File: config.mk
export PLATFORM = sky130hd
export DESIGN_NAME = alu_op_sequencer_flat
export DESIGN_NICKNAME = d
export VERILOG_FILES = /design/src/rtl/alu_op_sequencer_if.sv /design/src/rtl/alu_op_sequencer.sv /design/src/flat_wrapper.sv
export SDC_FILE = /design/constraint.sdc
export NUM_CORES = 1
export LEC_CHECK = 0
export CORE_MARGIN = 2
export CORE_UTILIZATION = 60
export CTS_CLUSTER_DIAMETER = 100
export DETAILED_ROUTE_END_ITERATION = 10
export PLACE_DENSITY = 0.85
export SYNTH_ARGS = -nofsm -noshare
export SYNTH_HDL_FRONTEND = slang
export SYNTH_SLANG_ARGS = --single-unit
File: constraint.sdc
create_clock -name clk -period 5.42 [get_ports clk]
set_input_delay 0.813 -clock clk [delete_from_list [all_inputs] [get_ports clk]]
set_output_delay 0.813 -clock clk [all_outputs]
set_load 0.05 [all_outputs]
File: src/rtl/alu_op_sequencer_if.sv
// Bus between the main control FSM (master) and the ALU op sequencer (slave):
// instruction fields, operands and start in; ALU code, status and M-op result out.
interface alu_op_sequencer_if #(parameter int XLEN = 32);
  logic [1:0]      ALUOp;
  logic [2:0]      funct3;
  logic [6:0]      funct7;
  logic [6:0]      opcode;
  logic [XLEN-1:0] operand_a;
  logic [XLEN-1:0] operand_b;
  logic            start;
  logic [3:0]      alu_ctrl;
  logic            is_muldiv;
  logic            illegal_op;
  logic            busy;
  logic            done;
  logic [XLEN-1:0] md_result;

  modport master (
    output ALUOp, funct3, funct7, opcode, operand_a, operand_b, start,
    input  alu_ctrl, is_muldiv, illegal_op, busy, done, md_result
  );

  modport slave (
    input  ALUOp, funct3, funct7, opcode, operand_a, operand_b, start,
    output alu_ctrl, is_muldiv, illegal_op, busy, done, md_result
  );
endinterface

File: src/rtl/alu_op_sequencer.sv
// ALU control decoder plus iterative RV32M/RV64M sequencer (shift-add multiply,
// restoring divide). Define ALU_SEQ_DIV_EN to build the divider and enable DIV/REM ops.
module alu_op_sequencer #(
  parameter int XLEN = 32
) (
  input  logic              clk,
  input  logic              rst_n,
  alu_op_sequencer_if.slave bus
);
  localparam int CW = $clog2(XLEN) + 1;

  localparam logic [3:0] A_ADD = 4'b0000, A_SUB = 4'b0001, A_SLL = 4'b0010,
                         A_SLT = 4'b0011, A_SLTU = 4'b0100, A_XOR = 4'b0101,
                         A_OR  = 4'b0110, A_AND = 4'b0111, A_SRL = 4'b1000,
                         A_SRA = 4'b1001;

  typedef enum logic [1:0] {S_IDLE = 2'd0, S_RUN = 2'd1, S_FIN = 2'd2} state_e;

  logic       mop_raw, mop_ok, illegal;
  logic [3:0] ctrl;

  always_comb begin
    mop_raw = (bus.ALUOp == 2'b10) && (bus.opcode == 7'b0110011) &&
              (bus.funct7 == 7'b0000001);
`ifdef ALU_SEQ_DIV_EN
    mop_ok  = mop_raw;
    illegal = 1'b0;
`else
    mop_ok  = mop_raw && !bus.funct3[2];
    illegal = mop_raw && bus.funct3[2];
`endif
    ctrl = A_ADD;
    case (bus.ALUOp)
      2'b01: ctrl = A_SUB;
      2'b10: begin
        // M-ops (supported or not) leave the ALU on ADD
        if (!mop_raw) begin
          case (bus.funct3)
            3'b000:  ctrl = (bus.funct7 == 7'b0100000 && bus.opcode[5]) ? A_SUB : A_ADD;
            3'b001:  ctrl = A_SLL;
            3'b010:  ctrl = A_SLT;
            3'b011:  ctrl = A_SLTU;
            3'b100:  ctrl = A_XOR;
            3'b101:  ctrl = (bus.funct7 == 7'b0100000) ? A_SRA : A_SRL;
            3'b110:  ctrl = A_OR;
            default: ctrl = A_AND;
          endcase
        end
      end
      default: ctrl = A_ADD;
    endcase
  end

  assign bus.alu_ctrl   = ctrl;
  assign bus.is_muldiv  = mop_ok;
  assign bus.illegal_op = illegal;

  state_e          state_q, state_d;
  logic [CW-1:0]   cnt_q, cnt_d;
  logic [2:0]      op_q, op_d;
  logic            neg_a_q, neg_a_d, neg_b_q, neg_b_d;
  logic [XLEN-1:0] acc_q, acc_d, lo_q, lo_d, mcand_q, mcand_d, res_q, res_d;
  logic            busy_q, busy_d, done_q, done_d;
`ifdef ALU_SEQ_DIV_EN
  logic            bzero_q, bzero_d;
`endif

  // operand magnitudes and signs captured at start
  logic            sgn_a, sgn_b, na, nb;
  logic [XLEN-1:0] abs_a, abs_b;

  always_comb begin
    sgn_a = (bus.funct3 == 3'b001) || (bus.funct3 == 3'b010) ||
            (bus.funct3 == 3'b100) || (bus.funct3 == 3'b110);
    sgn_b = (bus.funct3 == 3'b001) || (bus.funct3 == 3'b100) || (bus.funct3 == 3'b110);
    na    = sgn_a && bus.operand_a[XLEN-1];
    nb    = sgn_b && bus.operand_b[XLEN-1];
    abs_a = na ? -bus.operand_a : bus.operand_a;
    abs_b = nb ? -bus.operand_b : bus.operand_b;
  end

  // acc:lo is the product (high:low) for multiply, remainder:quotient for divide
  logic [XLEN:0]     mul_sum;
  logic [XLEN-1:0]   mul_acc, mul_lo, div_acc, div_lo, step_acc, step_lo;
  logic [2*XLEN-1:0] prod;
  logic [XLEN-1:0]   mul_res, div_res, fin_res;
`ifdef ALU_SEQ_DIV_EN
  logic [XLEN:0]     div_sh, div_diff;
  logic [XLEN-1:0]   quo, rem;
`endif

  always_comb begin
    mul_sum = {1'b0, acc_q} + (lo_q[0] ? {1'b0, mcand_q} : {(XLEN+1){1'b0}});
    mul_acc = mul_sum[XLEN:1];
    mul_lo  = {mul_sum[0], lo_q[XLEN-1:1]};
    prod    = {acc_q, lo_q};
    if (neg_a_q ^ neg_b_q) prod = -prod;
    mul_res = (op_q[1:0] == 2'b00) ? prod[XLEN-1:0] : prod[2*XLEN-1:XLEN];
`ifdef ALU_SEQ_DIV_EN
    div_sh   = {acc_q, lo_q[XLEN-1]};
    div_diff = div_sh - {1'b0, mcand_q};
    if (!div_diff[XLEN]) begin
      div_acc = div_diff[XLEN-1:0];
      div_lo  = {lo_q[XLEN-2:0], 1'b1};
    end else begin
      div_acc = div_sh[XLEN-1:0];
      div_lo  = {lo_q[XLEN-2:0], 1'b0};
    end
    quo = (neg_a_q ^ neg_b_q) ? -lo_q : lo_q;
    if (bzero_q) quo = '1;
    rem = neg_a_q ? -acc_q : acc_q;
    div_res = op_q[1] ? rem : quo;
`else
    div_acc = acc_q;
    div_lo  = lo_q;
    div_res = '0;
`endif
    step_acc = op_q[2] ? div_acc : mul_acc;
    step_lo  = op_q[2] ? div_lo  : mul_lo;
    fin_res  = op_q[2] ? div_res : mul_res;
  end

  always_comb begin
    state_d = state_q;
    cnt_d   = cnt_q;
    op_d    = op_q;
    neg_a_d = neg_a_q;
    neg_b_d = neg_b_q;
    acc_d   = acc_q;
    lo_d    = lo_q;
    mcand_d = mcand_q;
    res_d   = res_q;
    busy_d  = busy_q;
    done_d  = 1'b0;
`ifdef ALU_SEQ_DIV_EN
    bzero_d = bzero_q;
`endif
    case (state_q)
      S_IDLE: begin
        if (bus.start && mop_ok) begin
          state_d = S_RUN;
          cnt_d   = CW'(XLEN);
          op_d    = bus.funct3;
          neg_a_d = na;
          neg_b_d = nb;
          acc_d   = '0;
          lo_d    = abs_a;
          mcand_d = abs_b;
          busy_d  = 1'b1;
`ifdef ALU_SEQ_DIV_EN
          bzero_d = (bus.operand_b == '0);
`endif
        end
      end
      S_RUN: begin
        acc_d = step_acc;
        lo_d  = step_lo;
        cnt_d = cnt_q - CW'(1);
        if (cnt_q == CW'(1)) state_d = S_FIN;
      end
      S_FIN: begin
        res_d   = fin_res;
        done_d  = 1'b1;
        busy_d  = 1'b0;
        state_d = S_IDLE;
      end
      default: state_d = S_IDLE;
    endcase
  end

  always_ff @(posedge clk) begin
    if (!rst_n) begin
      state_q <= S_IDLE;
      cnt_q   <= '0;
      op_q    <= '0;
      neg_a_q <= 1'b0;
      neg_b_q <= 1'b0;
      acc_q   <= '0;
      lo_q    <= '0;
      mcand_q <= '0;
      res_q   <= '0;
      busy_q  <= 1'b0;
      done_q  <= 1'b0;
`ifdef ALU_SEQ_DIV_EN
      bzero_q <= 1'b0;
`endif
    end else begin
      state_q <= state_d;
      cnt_q   <= cnt_d;
      op_q    <= op_d;
      neg_a_q <= neg_a_d;
      neg_b_q <= neg_b_d;
      acc_q   <= acc_d;
      lo_q    <= lo_d;
      mcand_q <= mcand_d;
      res_q   <= res_d;
      busy_q  <= busy_d;
      done_q  <= done_d;
`ifdef ALU_SEQ_DIV_EN
      bzero_q <= bzero_d;
`endif
    end
  end

  assign bus.busy      = busy_q;
  assign bus.done      = done_q;
  assign bus.md_result = res_q;
endmodule
File: src/flat_wrapper.sv
// flat-port wrapper written by rule: the top's interface ports become plain ports
module alu_op_sequencer_flat 
#(
  parameter int XLEN = 32
)
  (clk, rst_n, bus_ALUOp, bus_funct3, bus_funct7, bus_opcode, bus_operand_a, bus_operand_b, bus_start, bus_alu_ctrl, bus_is_muldiv, bus_illegal_op, bus_busy, bus_done, bus_md_result);
  alu_op_sequencer_if #(.XLEN(XLEN)) bus_i ();
  input  logic clk;
  input  logic rst_n;
  input wire logic [$bits(bus_i.ALUOp)-1:0] bus_ALUOp;
  input wire logic [$bits(bus_i.funct3)-1:0] bus_funct3;
  input wire logic [$bits(bus_i.funct7)-1:0] bus_funct7;
  input wire logic [$bits(bus_i.opcode)-1:0] bus_opcode;
  input wire logic [$bits(bus_i.operand_a)-1:0] bus_operand_a;
  input wire logic [$bits(bus_i.operand_b)-1:0] bus_operand_b;
  input wire logic [$bits(bus_i.start)-1:0] bus_start;
  output wire logic [$bits(bus_i.alu_ctrl)-1:0] bus_alu_ctrl;
  output wire logic [$bits(bus_i.is_muldiv)-1:0] bus_is_muldiv;
  output wire logic [$bits(bus_i.illegal_op)-1:0] bus_illegal_op;
  output wire logic [$bits(bus_i.busy)-1:0] bus_busy;
  output wire logic [$bits(bus_i.done)-1:0] bus_done;
  output wire logic [$bits(bus_i.md_result)-1:0] bus_md_result;
  assign bus_i.ALUOp = bus_ALUOp;
  assign bus_i.funct3 = bus_funct3;
  assign bus_i.funct7 = bus_funct7;
  assign bus_i.opcode = bus_opcode;
  assign bus_i.operand_a = bus_operand_a;
  assign bus_i.operand_b = bus_operand_b;
  assign bus_i.start = bus_start;
  assign bus_alu_ctrl = bus_i.alu_ctrl;
  assign bus_is_muldiv = bus_i.is_muldiv;
  assign bus_illegal_op = bus_i.illegal_op;
  assign bus_busy = bus_i.busy;
  assign bus_done = bus_i.done;
  assign bus_md_result = bus_i.md_result;
  alu_op_sequencer #(.XLEN(XLEN)) u_core (.clk(clk), .rst_n(rst_n), .bus(bus_i));
endmodule
==> results of run 1 <==
[Yosys cell counts, types with 15 or more instances]
master / number / area, um2
inv_1: 18 / 67.6
clkbuf_1: 79 / 297
nor2b_1: 18 / 113
or3_1: 17 / 106
nand4_1: 17 / 106
dfxtp_1: 143 / 2860
xor2_1: 85 / 744
or4_1: 23 / 173
nand3_1: 21 / 105
a21oi_1: 126 / 631
and2_1: 36 / 225
nor4_1: 18 / 113
nand2_1: 116 / 435
o21ai_0: 108 / 541
nor3_1: 34 / 170
ha_1: 39 / 488
xnor2_1: 61 / 534
a21o_1: 15 / 113
a211oi_1: 42 / 315
a22oi_1: 29 / 218
nor2_1: 147 / 552
o31ai_1: 27 / 203
[through the flow]
stage,setup WS [ns],std cells
floorplan,2.06,1365
global placement,1.28,1634
detailed placement,1.19,1634
CTS,1.25,1665
global route,1.13,1665
finish,1.29,1665
[final cells by class]
type / instances / share of cell area [%]
Sequential cell: 143 / 23.6
Clock buffer: 21 / 3.88
Clock inverter: 10 / 0.732
Timing Repair Buffer: 139 / 11.2
Tap cell: 220 / 2.27
Multi-Input combinational cell: 1113 / 57.7
Inverter: 19 / 0.588
[layer usage]
metal,global-route usage (%),share of wire [%],up-vias
met4,12.9,2.8,0
met2,52.4,44,534
met3,7.21,9.9,66
met5,0,0,-
li1,-,-,5102
met1,47.8,44,4980
[worst paths after layout]
check	startpoint	to	slack [ns]	cells past startpoint
max reg2reg	u_core.div_lo[0]	u_core.acc_q[27]	1.49	12
min	u_core.bus.md_result[30]	u_core.bus.md_result[30]	0.44	2
max	bus_opcode[3]	bus_alu_ctrl[0]	1.29	8
min reg2reg	u_core.bus.md_result[30]	u_core.bus.md_result[30]	0.44	2
[power by group through the flow]
stage | Sequential [uW] | Combinational (uW) | Clock (uW)
after floorplan | 1070 | 99.3 | 0
final | 1050 | 212 | 1120
after global placement | 1070 | 204 | 0
after CTS | 1050 | 209 | 1120
after global routing | 1050 | 229 | 1170
after detailed placement | 1070 | 208 | 0
[cells by family after synthesis]
logic type | count (synthesis) | synth area share (%)
AO/OA/AOI/OAI | 427 | 26.0
adder cells (fa/ha/maj) | 40 | 4.96
XOR/XNOR | 146 | 12.5
flip-flops | 143 | 27.9
buffers and inverters | 109 | 4.11
AND/OR/NAND/NOR | 497 | 24.3
multiplexers | 3 | 0.317
[state kept, by name, indices dropped and copies added (netlist names)]
name / cells
u_core.acc_q: 32
u_core.bus.busy: 1
u_core.bus.done: 1
u_core.bus.md_result: 32
u_core.cnt_q: 6
u_core.div_lo: 32
u_core.mcand_q: 32
u_core.neg_a_q: 1
u_core.neg_b_q: 1
u_core.op_q: 3
u_core.state_q: 2
[worst max-delay path: stages]
cell and delay [ns]:
clkdlybuf4s50_1 0.41, nor4b_1 0.35, nand3_1 0.11, or3_1 0.45, nand3_1 0.18, a221oi_1 0.07
a22o_1 0.22, clkdlybuf4s50_1 0.70
==> flow_metrics.env, run 1 <==
export IMPL_clkTransAtPathRegs_ns=0.05
export IMPL_p_clk_share_pct=46.9
export IMPL_grt_pass1_vias=9731
export IMPL_final_nets=1559
export IMPL_avgSynthCellArea_um2=7.51
export IMPL_tns_ns=0
export IMPL_finish_utilization_pct=72.9
export IMPL_vdd_drop_max_v=0.000254
export IMPL_tritoncts="built"
export IMPL_postCtsSetupBuffers=0
export IMPL_ys_async_sr_fraction_pct=0
export IMPL_finalCriticalPeriod_ns=4.13
export IMPL_root_buffer="clkbuf_16"
export IMPL_cts_sinks=143
export IMPL_pin_count=126
export IMPL_drv_slew=0
export IMPL_rsz0062_at_grt="false"
export IMPL_drt_initial_drc_count=943
export IMPL_tightest_slew_ns=0.972
export IMPL_synth_seq_area_share_pct=27.9
export IMPL_critPathKind="in2out"
export IMPL_finalHoldViolCount=0
export IMPL_fmaxAchievable_mhz=242
export IMPL_power_leakage_uw=0.00453
export IMPL_arrival_ns=3.32
export IMPL_setup_viol=0
export IMPL_holdWs_ns=0.436
export IMPL_vias_per_cell=6.42
export IMPL_multiInputGateArea_um2=7000
export IMPL_routed_wl_um=31100
export IMPL_pwr_share_seq_pct=44.2
export IMPL_p_int_uw=1810
export IMPL_antenna_found_initial=0
export IMPL_n_fill_cell=1346
export IMPL_drive_gt1_share_pct=4.71
export IMPL_port_buffer_count=125
export IMPL_cts_inserted_buffers=17
export IMPL_grtUsageTotal_pct=34.4
export IMPL_fin_skew_ns=0.0121
export IMPL_placed_area_um2=11600
export IMPL_endpoint_kind="output pin"
export IMPL_dieArea_um2=18100
export IMPL_swShare_pct=23.8
export IMPL_grt_max_degree=73
export IMPL_antenna_cells=0
export IMPL_synth_warning_count=0
export IMPL_cts_resized_gates=0
export IMPL_critical_path_required_ns=4.61
export IMPL_p_switching_uw=566
export IMPL_maxSlewHeadroom_pct=34.4
export IMPL_synth_ff_latch_count=143
export IMPL_wl_per_cell_um=18.7
export IMPL_postCtsHoldBufs=0
export IMPL_num_vias=10700
export IMPL_synth_fp_nets=1491
export IMPL_die_h_um=135
export IMPL_drtPass1Iterations=6
export IMPL_ant_nets=0
export IMPL_syn2layout_area_growth_pct=18.3
export IMPL_grt_pass1_wl_um=49700
export IMPL_worstSkewPairLatency_ns=0.43
export IMPL_powerDensity_nw_per_um2=196
export IMPL_syn_area_um2=10200
export IMPL_p_comb_share_pct=8.9
export IMPL_die_w_um=135
export IMPL_crit_path_max_fanout=5
export IMPL_final_common_cell="nor2_1"
export IMPL_clockBufferDepth=2
export IMPL_place_congestion=0.978
export IMPL_power_total_uw=2380
export IMPL_period_share_pct=76.2
export IMPL_post_dp_hpwl_um=23400
export IMPL_core_area_um2=16600
export IMPL_ff_latch_area_um2=2860
export IMPL_critPathLaunchType="primary input"
export IMPL_grt_ovfl_total=0
export IMPL_max_cap_violations=0
export IMPL_outcome="finished, final reports clean"
export IMPL_drc=0
export IMPL_start_util_pct=61.6
export IMPL_h_tree_depth=4
export IMPL_synth_top_flop_cell="dfxtp_1"
export IMPL_layout_common_cells="nor2_1, dfxtp_1, a21oi_1, clkdlybuf4s50_1, nand2_1"
export IMPL_synth_cell_type_count=71
export IMPL_fin_area_um2=12100
export IMPL_postSynthCellCount=1365
export IMPL_synth_edf_count=0
export IMPL_num_rows=47
export IMPL_hp_class="reg2reg"
Power figures use the tool's default switching activity.
==> run 2, diff against run 1 <==
--- a/config.mk
+++ b/config.mk
@@ -6,10 +6,10 @@
 export NUM_CORES = 1
 export LEC_CHECK = 0
 export CORE_MARGIN = 2
-export CORE_UTILIZATION = 60
+export CORE_UTILIZATION = 52
 export CTS_CLUSTER_DIAMETER = 100
 export DETAILED_ROUTE_END_ITERATION = 10
-export PLACE_DENSITY = 0.85
+export PLACE_DENSITY = 0.78
 export SYNTH_ARGS = -nofsm -noshare
 export SYNTH_HDL_FRONTEND = slang
 export SYNTH_SLANG_ARGS = --single-unit
==> constraint.sdc (replaced) <==
create_clock -name clk -period 3.75 [get_ports clk]
set_input_delay 0.5625 -clock clk [delete_from_list [all_inputs] [get_ports clk]]
set_output_delay 0.5625 -clock clk [all_outputs]
set_load 0.05 [all_outputs]
==> run 2 against run 1 <==
Compared with the run above: final cell count increased by 3.7%; clock skew about the same; worst setup slack worse by 0.98 ns; utilization shrank 8.9 points; routed wire length down 0.60%; sequential power increased by 45%; clock power up 64%; combinational power grew 45%; critical endpoint is now bus_alu_ctrl[1]; largest cell class unchanged; largest power group unchanged; highest routed layer unchanged.
==> flow_metrics.env, run 2 (synthesis results as in run 1) <==
export IMPL_outcome="finished, final reports clean"
export IMPL_place_congestion=0.966
export IMPL_multiInputGateArea_um2=7000
export IMPL_critPathTopFamily="buffers and inverters"
export IMPL_fmaxAchievable_mhz=290
export IMPL_p_switching_uw=876
export IMPL_arrival_ns=2.88
export IMPL_grt_pass1_vias=9422
export IMPL_fin_area_um2=12400
export IMPL_p_clk_share_pct=50.2
export IMPL_grt_met2_usage_pct=44.5
export IMPL_power_leakage_uw=0.00466
export IMPL_pin_count=126
export IMPL_reg2reg_depth=13
export IMPL_max_stage_delay_ns=0.70
export IMPL_placed_area_um2=11800
export IMPL_num_rows=51
export IMPL_core_area_um2=19400
export IMPL_drv_slew=0
export IMPL_pwr_share_seq_pct=41.4
export IMPL_finalHoldViolCount=0
export IMPL_max_cap_violations=0
export IMPL_rr_endpoint="u_core.acc_q[27]"
export IMPL_ff_latch_area_um2=2860
export IMPL_layout_common_cells="nor2_1, dfxtp_1, a21oi_1, clkdlybuf4s50_1, nand2_1"
export IMPL_hold_end="u_core.bus.md_result[10]"
export IMPL_cts_inserted_buffers=17
export IMPL_grt_ovfl_total=0
export IMPL_fin_skew_ns=0.0118
export IMPL_period_share_pct=91.8
export IMPL_start_util_pct=52.8
export IMPL_endpoint_kind="output pin"
export IMPL_postCtsSetupBuffers=0
export IMPL_postCtsHoldBufs=0
export IMPL_r2r_start="u_core.div_lo[0]"
export IMPL_maxSlewHeadroom_pct=26.7
export IMPL_critPathLaunchType="primary input"
export IMPL_path_cells="clkdlybuf4s50_1 -> nor4b_1 -> nand3_1 -> or3_1 -> nand3_1 -> o21ba_2 -> clkdlybuf4s50_1"
export IMPL_finalWorstSetupSlack_ns=0.307
export IMPL_port_buffer_count=125
export IMPL_worstSkewPairLatency_ns=0.43
export IMPL_final_common_cell="nor2_1"
export IMPL_p_int_uw=2790
export IMPL_critPathKind="in2out"
export IMPL_rsz0062_at_grt="false"
export IMPL_syn2layout_area_growth_pct=21.1
export IMPL_hp_class="reg2reg"
export IMPL_critPathBufInv=2
export IMPL_ant_nets=0
export IMPL_hold_depth=2
export IMPL_tritoncts="built"
export IMPL_tns_ns=0
export IMPL_num_vias=10700
export IMPL_ff2ff_setup_slack_ns=0.50
export IMPL_place_ws_ns=0.298
export IMPL_root_buffer="clkbuf_16"
export IMPL_swShare_pct=23.9
export IMPL_h_tree_depth=4
export IMPL_routed_wl_um=30900
export IMPL_drtPass1Iterations=6
export IMPL_cts_sinks=143
export IMPL_drive_gt1_share_pct=5.95
export IMPL_top_usage_layer="met2"
export IMPL_antenna_cells=0
export IMPL_die_h_um=144
export IMPL_n_fill_cell=1725
export IMPL_grt_pass1_wl_um=48900
export IMPL_die_w_um=144
export IMPL_holdCritStartpoint="u_core.bus.md_result[10]"
export IMPL_use_met3_pct=5.00
export IMPL_post_dp_hpwl_um=23400
export IMPL_final_nets=1575
export IMPL_grtUsageTotal_pct=29.5
export IMPL_met1_usage_pct=42.3
export IMPL_clockBufferDepth=2
export IMPL_crit_path_max_fanout=5
export IMPL_powerDensity_nw_per_um2=295
export IMPL_vias_per_cell=6.18
export IMPL_wl_per_cell_um=17.9
export IMPL_drc=0
export IMPL_p_comb_share_pct=8.4
export IMPL_clkTransAtPathRegs_ns=0.06
export IMPL_drt_initial_drc_count=1108
export IMPL_slowest_stage="clkdlybuf4s50_1"
export IMPL_critical_path_required_ns=3.19
export IMPL_grt_max_degree=73
export IMPL_finalCriticalPeriod_ns=3.44
export IMPL_antenna_found_initial=0
export IMPL_vdd_drop_max_v=0.000314
export IMPL_cts_resized_gates=0
export IMPL_setup_viol=0
export IMPL_tightest_slew_ns=1.10
export IMPL_dieArea_um2=20800
[run 2: cell count changes in the layout (fill, tap and decap cells not counted)]
| cell | previous run | this run |
|---|---|---|
| clkbuf_1 | 1 | 0 |
| clkdlybuf4s50_1 | 125 | 124 |
| bufinv_16 | 1 | 4 |
| clkbuf_8 | 3 | 0 |
| nor3_4 | 1 | 0 |
| clkinv_2 | 4 | 0 |
| buf_4 | 14 | 28 |
| buf_12 | 0 | 3 |
| inv_6 | 0 | 3 |
| clkinv_4 | 1 | 4 |
| nor3_2 | 1 | 2 |
[run 2: per-stage QoR]
step           hold slack (ns)  utilization [%]  cells  total power, uW
3_5_place_dp             0.429             60.7   1695             1860
3_3_place_gp             0.428             60.7   1695             1850
5_1_grt                  0.473             64.0   1727             3760
2_1_floorplan            0.427                -   1365             1700
6_report                 0.434             64.0   1727             3670
4_1_cts                  0.438             64.0   1727             3670
[run 2: worst max-delay path by stage]
stage | end | cells after the start | startpoint
floorplan | u_core.acc_q[27] | 14 | u_core.div_lo[0]
global placement | bus_alu_ctrl[1] | 7 | bus_opcode[3]
detailed placement | bus_alu_ctrl[1] | 7 | bus_opcode[4]
CTS | bus_alu_ctrl[1] | 7 | bus_opcode[4]
global route | bus_alu_ctrl[1] | 7 | bus_opcode[4]
finish | bus_alu_ctrl[1] | 7 | bus_opcode[3]
[run 2: layout make-up]
cell class | count | area share, %
Multi-Input combinational cell | 1113 | 56.4
Clock buffer | 17 | 3.43
Clock inverter | 15 | 1.70
Timing Repair Buffer | 155 | 12.2
Sequential cell | 143 | 23.1
Inverter | 19 | 0.575
Tap cell | 265 | 2.67
[run 2: tightest hold or removal path: stages, from the launching register on]
cell and delay [ns]:
dfxtp_1 0.31, nand2_1 0.05, nand2_1 0.04
[run 2: per-layer routing]
metal / vias up / share of wire, %
li1: 5140 / -
met1: 4869 / 45
met2: 569 / 43
met3: 87 / 9.6
met4: 0 / 3.3
met5: - / 0
[run 2: power by group through the flow]
stage               Clock (uW)  Combinational [uW]  Sequential [uW]
floorplan                    0                 143             1550
global placement             0                 300             1550
detailed placement           0                 304             1550
CTS                       1850                 305             1520
global route              1910                 334             1520
finish                    1840                 308             1520
==> run 3, diff against run 2 <==
--- a/config.mk
+++ b/config.mk
@@ -5,8 +5,9 @@
 export SDC_FILE = /design/constraint.sdc
 export NUM_CORES = 1
 export LEC_CHECK = 0
+export ABC_AREA = 1
 export CORE_MARGIN = 2
-export CORE_UTILIZATION = 52
+export CORE_UTILIZATION = 53
 export CTS_CLUSTER_DIAMETER = 100
 export DETAILED_ROUTE_END_ITERATION = 10
 export PLACE_DENSITY = 0.78
==> run 3 against run 2 <==
Compared with the run above: area after synthesis rose by 20%; non-clock buffer count fell by 10; routed wire length rose by 36%; die area rose by 18%; first-iteration DRC count rose by 18%; count of clock-buffer cells in the layout did not move; clock skew fell by 0.0011 ns; clock power barely moved; global-route usage rose by 4.8 points; register-to-register slack improved by 0.39 ns; sequential power barely moved; worst hold slack improved by 0.029 ns; critical path type unchanged; critical endpoint is now bus_alu_ctrl[3]; largest cell class unchanged.
==> flow_metrics.env, run 3 <==
export IMPL_outcome="finished, final reports clean"
export IMPL_grt_pass1_vias=13600
export IMPL_critPathKind="in2out"
export IMPL_antenna_cells=0
export IMPL_p_switching_uw=956
export IMPL_postCtsSetupBuffers=0
export IMPL_drtPass1Iterations=6
export IMPL_root_buffer="clkbuf_16"
export IMPL_pwr_share_seq_pct=41.1
export IMPL_holdCritStartpoint="u_core.bus.md_result[30]"
export IMPL_crit_path_max_fanout=4
export IMPL_grt_pass1_wl_um=66900
export IMPL_syn2layout_area_growth_pct=16.3
export IMPL_clockBufferDepth=2
export IMPL_synth_area_top_cells="dfxtp_1, nand2_1, nand3_1"
export IMPL_arrival_ns=2.78
export IMPL_cts_resized_gates=0
export IMPL_hp_class="reg2reg"
export IMPL_final_common_cell="nand2_1"
export IMPL_fin_skew_ns=0.0107
export IMPL_start_util_pct=54.3
export IMPL_power_leakage_uw=0.00694
export IMPL_vias_per_cell=5.66
export IMPL_holdWs_ns=0.463
export IMPL_tns_ns=0
export IMPL_h_tree_depth=4
export IMPL_synth_seq_area_share_pct=23.2
export IMPL_rsz0062_at_grt="false"
export IMPL_ant_nets=0
export IMPL_startpoint="bus_ALUOp[0]"
export IMPL_die_h_um=157
export IMPL_drv_slew=0
export IMPL_routed_wl_um=41900
export IMPL_synth_top_flop_cell="dfxtp_1"
export IMPL_synth_top_cells_by_count="nand2_1, nor2_1, inv_1"
export IMPL_synth_top_area_share_pct=23.2
export IMPL_synth_most_common_cell="nand2_1"
export IMPL_p_comb_share_pct=9.5
export IMPL_postCtsHoldBufs=0
export IMPL_finalWorstSetupSlack_ns=0.409
export IMPL_die_w_um=157
export IMPL_place_ws_ns=0.404
export IMPL_finish_utilization_pct=63.2
export IMPL_critPathTopFamily="buffers and inverters"
export IMPL_core_area_um2=22700
export IMPL_vdd_drop_max_v=0.000281
export IMPL_synth_cell_type_count=47
export IMPL_max_cap_violations=0
export IMPL_setup_viol=0
export IMPL_path_cells="clkdlybuf4s50_1 -> inv_1 -> ha_1 -> nand3_1 -> nor2_1 -> nand2_1 -> nand3b_1 -> nor4_1 -> clkdlybuf4s50_1"
export IMPL_synth_edf_count=0
export IMPL_swShare_pct=25.9
export IMPL_tightest_slew_ns=1.10
export IMPL_grt_max_degree=59
export IMPL_maxSlewHeadroom_pct=26.4
export IMPL_synth_fp_nets=2315
export IMPL_max_stage_delay_ns=0.87
export IMPL_slowest_stage="clkdlybuf4s50_1"
export IMPL_syn_area_um2=12300
export IMPL_cts_sinks=143
export IMPL_place_congestion=0.993
export IMPL_num_vias=14600
export IMPL_critPathBufInv=3
export IMPL_yosysTopAreaCell="dfxtp_1"
export IMPL_drive_gt1_share_pct=4.62
export IMPL_layout_common_cells="nand2_1, nor2_1, inv_1, nand3_1, a21oi_1"
export IMPL_critPathLaunchType="primary input"
export IMPL_powerDensity_nw_per_um2=257
export IMPL_grtUsageTotal_pct=34.4
export IMPL_cpMostUsedCell="clkdlybuf4s50_1"
export IMPL_grt_ovfl_total=0
export IMPL_p_int_uw=2740
export IMPL_p_clk_share_pct=49.4
export IMPL_critical_path_required_ns=3.19
export IMPL_synth_warning_count=0
export IMPL_postSynthCellCount=2189
export IMPL_clkTransAtPathRegs_ns=0.06
export IMPL_num_rows=55
export IMPL_dieArea_um2=24500
export IMPL_antenna_found_initial=0
export IMPL_fmaxAchievable_mhz=299
export IMPL_finalHoldViolCount=0
export IMPL_drt_initial_drc_count=1305
export IMPL_cts_inserted_buffers=17
export IMPL_r2r_start="u_core.div_lo[0]"
export IMPL_pin_count=126
export IMPL_endpoint_kind="output pin"
export IMPL_wl_per_cell_um=16.3
export IMPL_worstSkewPairLatency_ns=0.44
export IMPL_power_total_uw=3690
export IMPL_post_dp_hpwl_um=32400
export IMPL_port_buffer_count=125
export IMPL_tritoncts="built"
export IMPL_avgSynthCellArea_um2=5.63
export IMPL_synth_ff_latch_count=143
export IMPL_period_share_pct=89.1
export IMPL_ys_async_sr_fraction_pct=0
export IMPL_drc=0
export IMPL_finalCriticalPeriod_ns=3.34
export IMPL_final_nets=2406
==> run 3: cell types whose count changed after synthesis, moves of 39 or more <==
cell	previous run	this run
nand3_1	21	218
inv_1	18	251
nor2_1	147	285
clkbuf_1	79	36
xnor2_1	61	2
a211oi_1	42	3
a21oi_1	126	183
xor2_1	85	25
nand2_1	116	654
==> run 3: area by class of cell <==
cell class	count	area [um2]
sequential	143	2860
inverter	261	985
fill	2259	8360
timing repair buffer	145	1410
clock buffer	17	425
tap	285	357
clock inverter	15	196
multi-input combinational	1712	8110
==> run 3: final timing paths <==
check,cells after the start,slack [ns],end
worst max-delay path,9,0.41,bus_alu_ctrl[3]
worst min-delay path,2,0.46,u_core.bus.md_result[30]
worst max register to register,13,0.89,u_core.acc_q[28]
worst min register to register,2,0.46,u_core.bus.md_result[30]
==> run 3: cells by family after synthesis <==
group                    share of synthesized area (%)
AO/OA/AOI/OAI                                     16.1
adder cells (fa/ha/maj)                           4.12
XOR/XNOR                                          1.92
flip-flops                                        23.2
buffers and inverters                             11.1
AND/OR/NAND/NOR                                   43.5
==> run 3: tightest hold or removal path, stage by stage, from the launching register on <==
cell and delay [ns]:
dfxtp_1 0.31, nand2_1 0.06, a21oi_1 0.05
==> run 3: routing by layer <==
metal | up-vias | part of all wire (%) | track usage, %
li1 | 7277 | - | -
met5 | - | 0 | 0
met4 | 0 | 4.5 | 15.9
met2 | 527 | 48 | 60.6
met1 | 6669 | 41 | 41.0
met3 | 120 | 6.0 | 5.32
==> run 3: power by group through the flow <==
stage	clock, uW	sequential (uW)	combinational (uW)
6_report	1820	1520	353
5_1_grt	1900	1520	386
4_1_cts	1840	1520	349
3_5_place_dp	0	1550	347
3_3_place_gp	0	1550	344
2_1_floorplan	0	1550	183
==> run 3: through the flow <==
stage                     instances  cell area (um2)
after floorplan                2189            12300
after global placement         2546            13700
after detailed placement       2546            13700
after CTS                      2578            14300
after global routing           2578            14300
final                          2578            14300
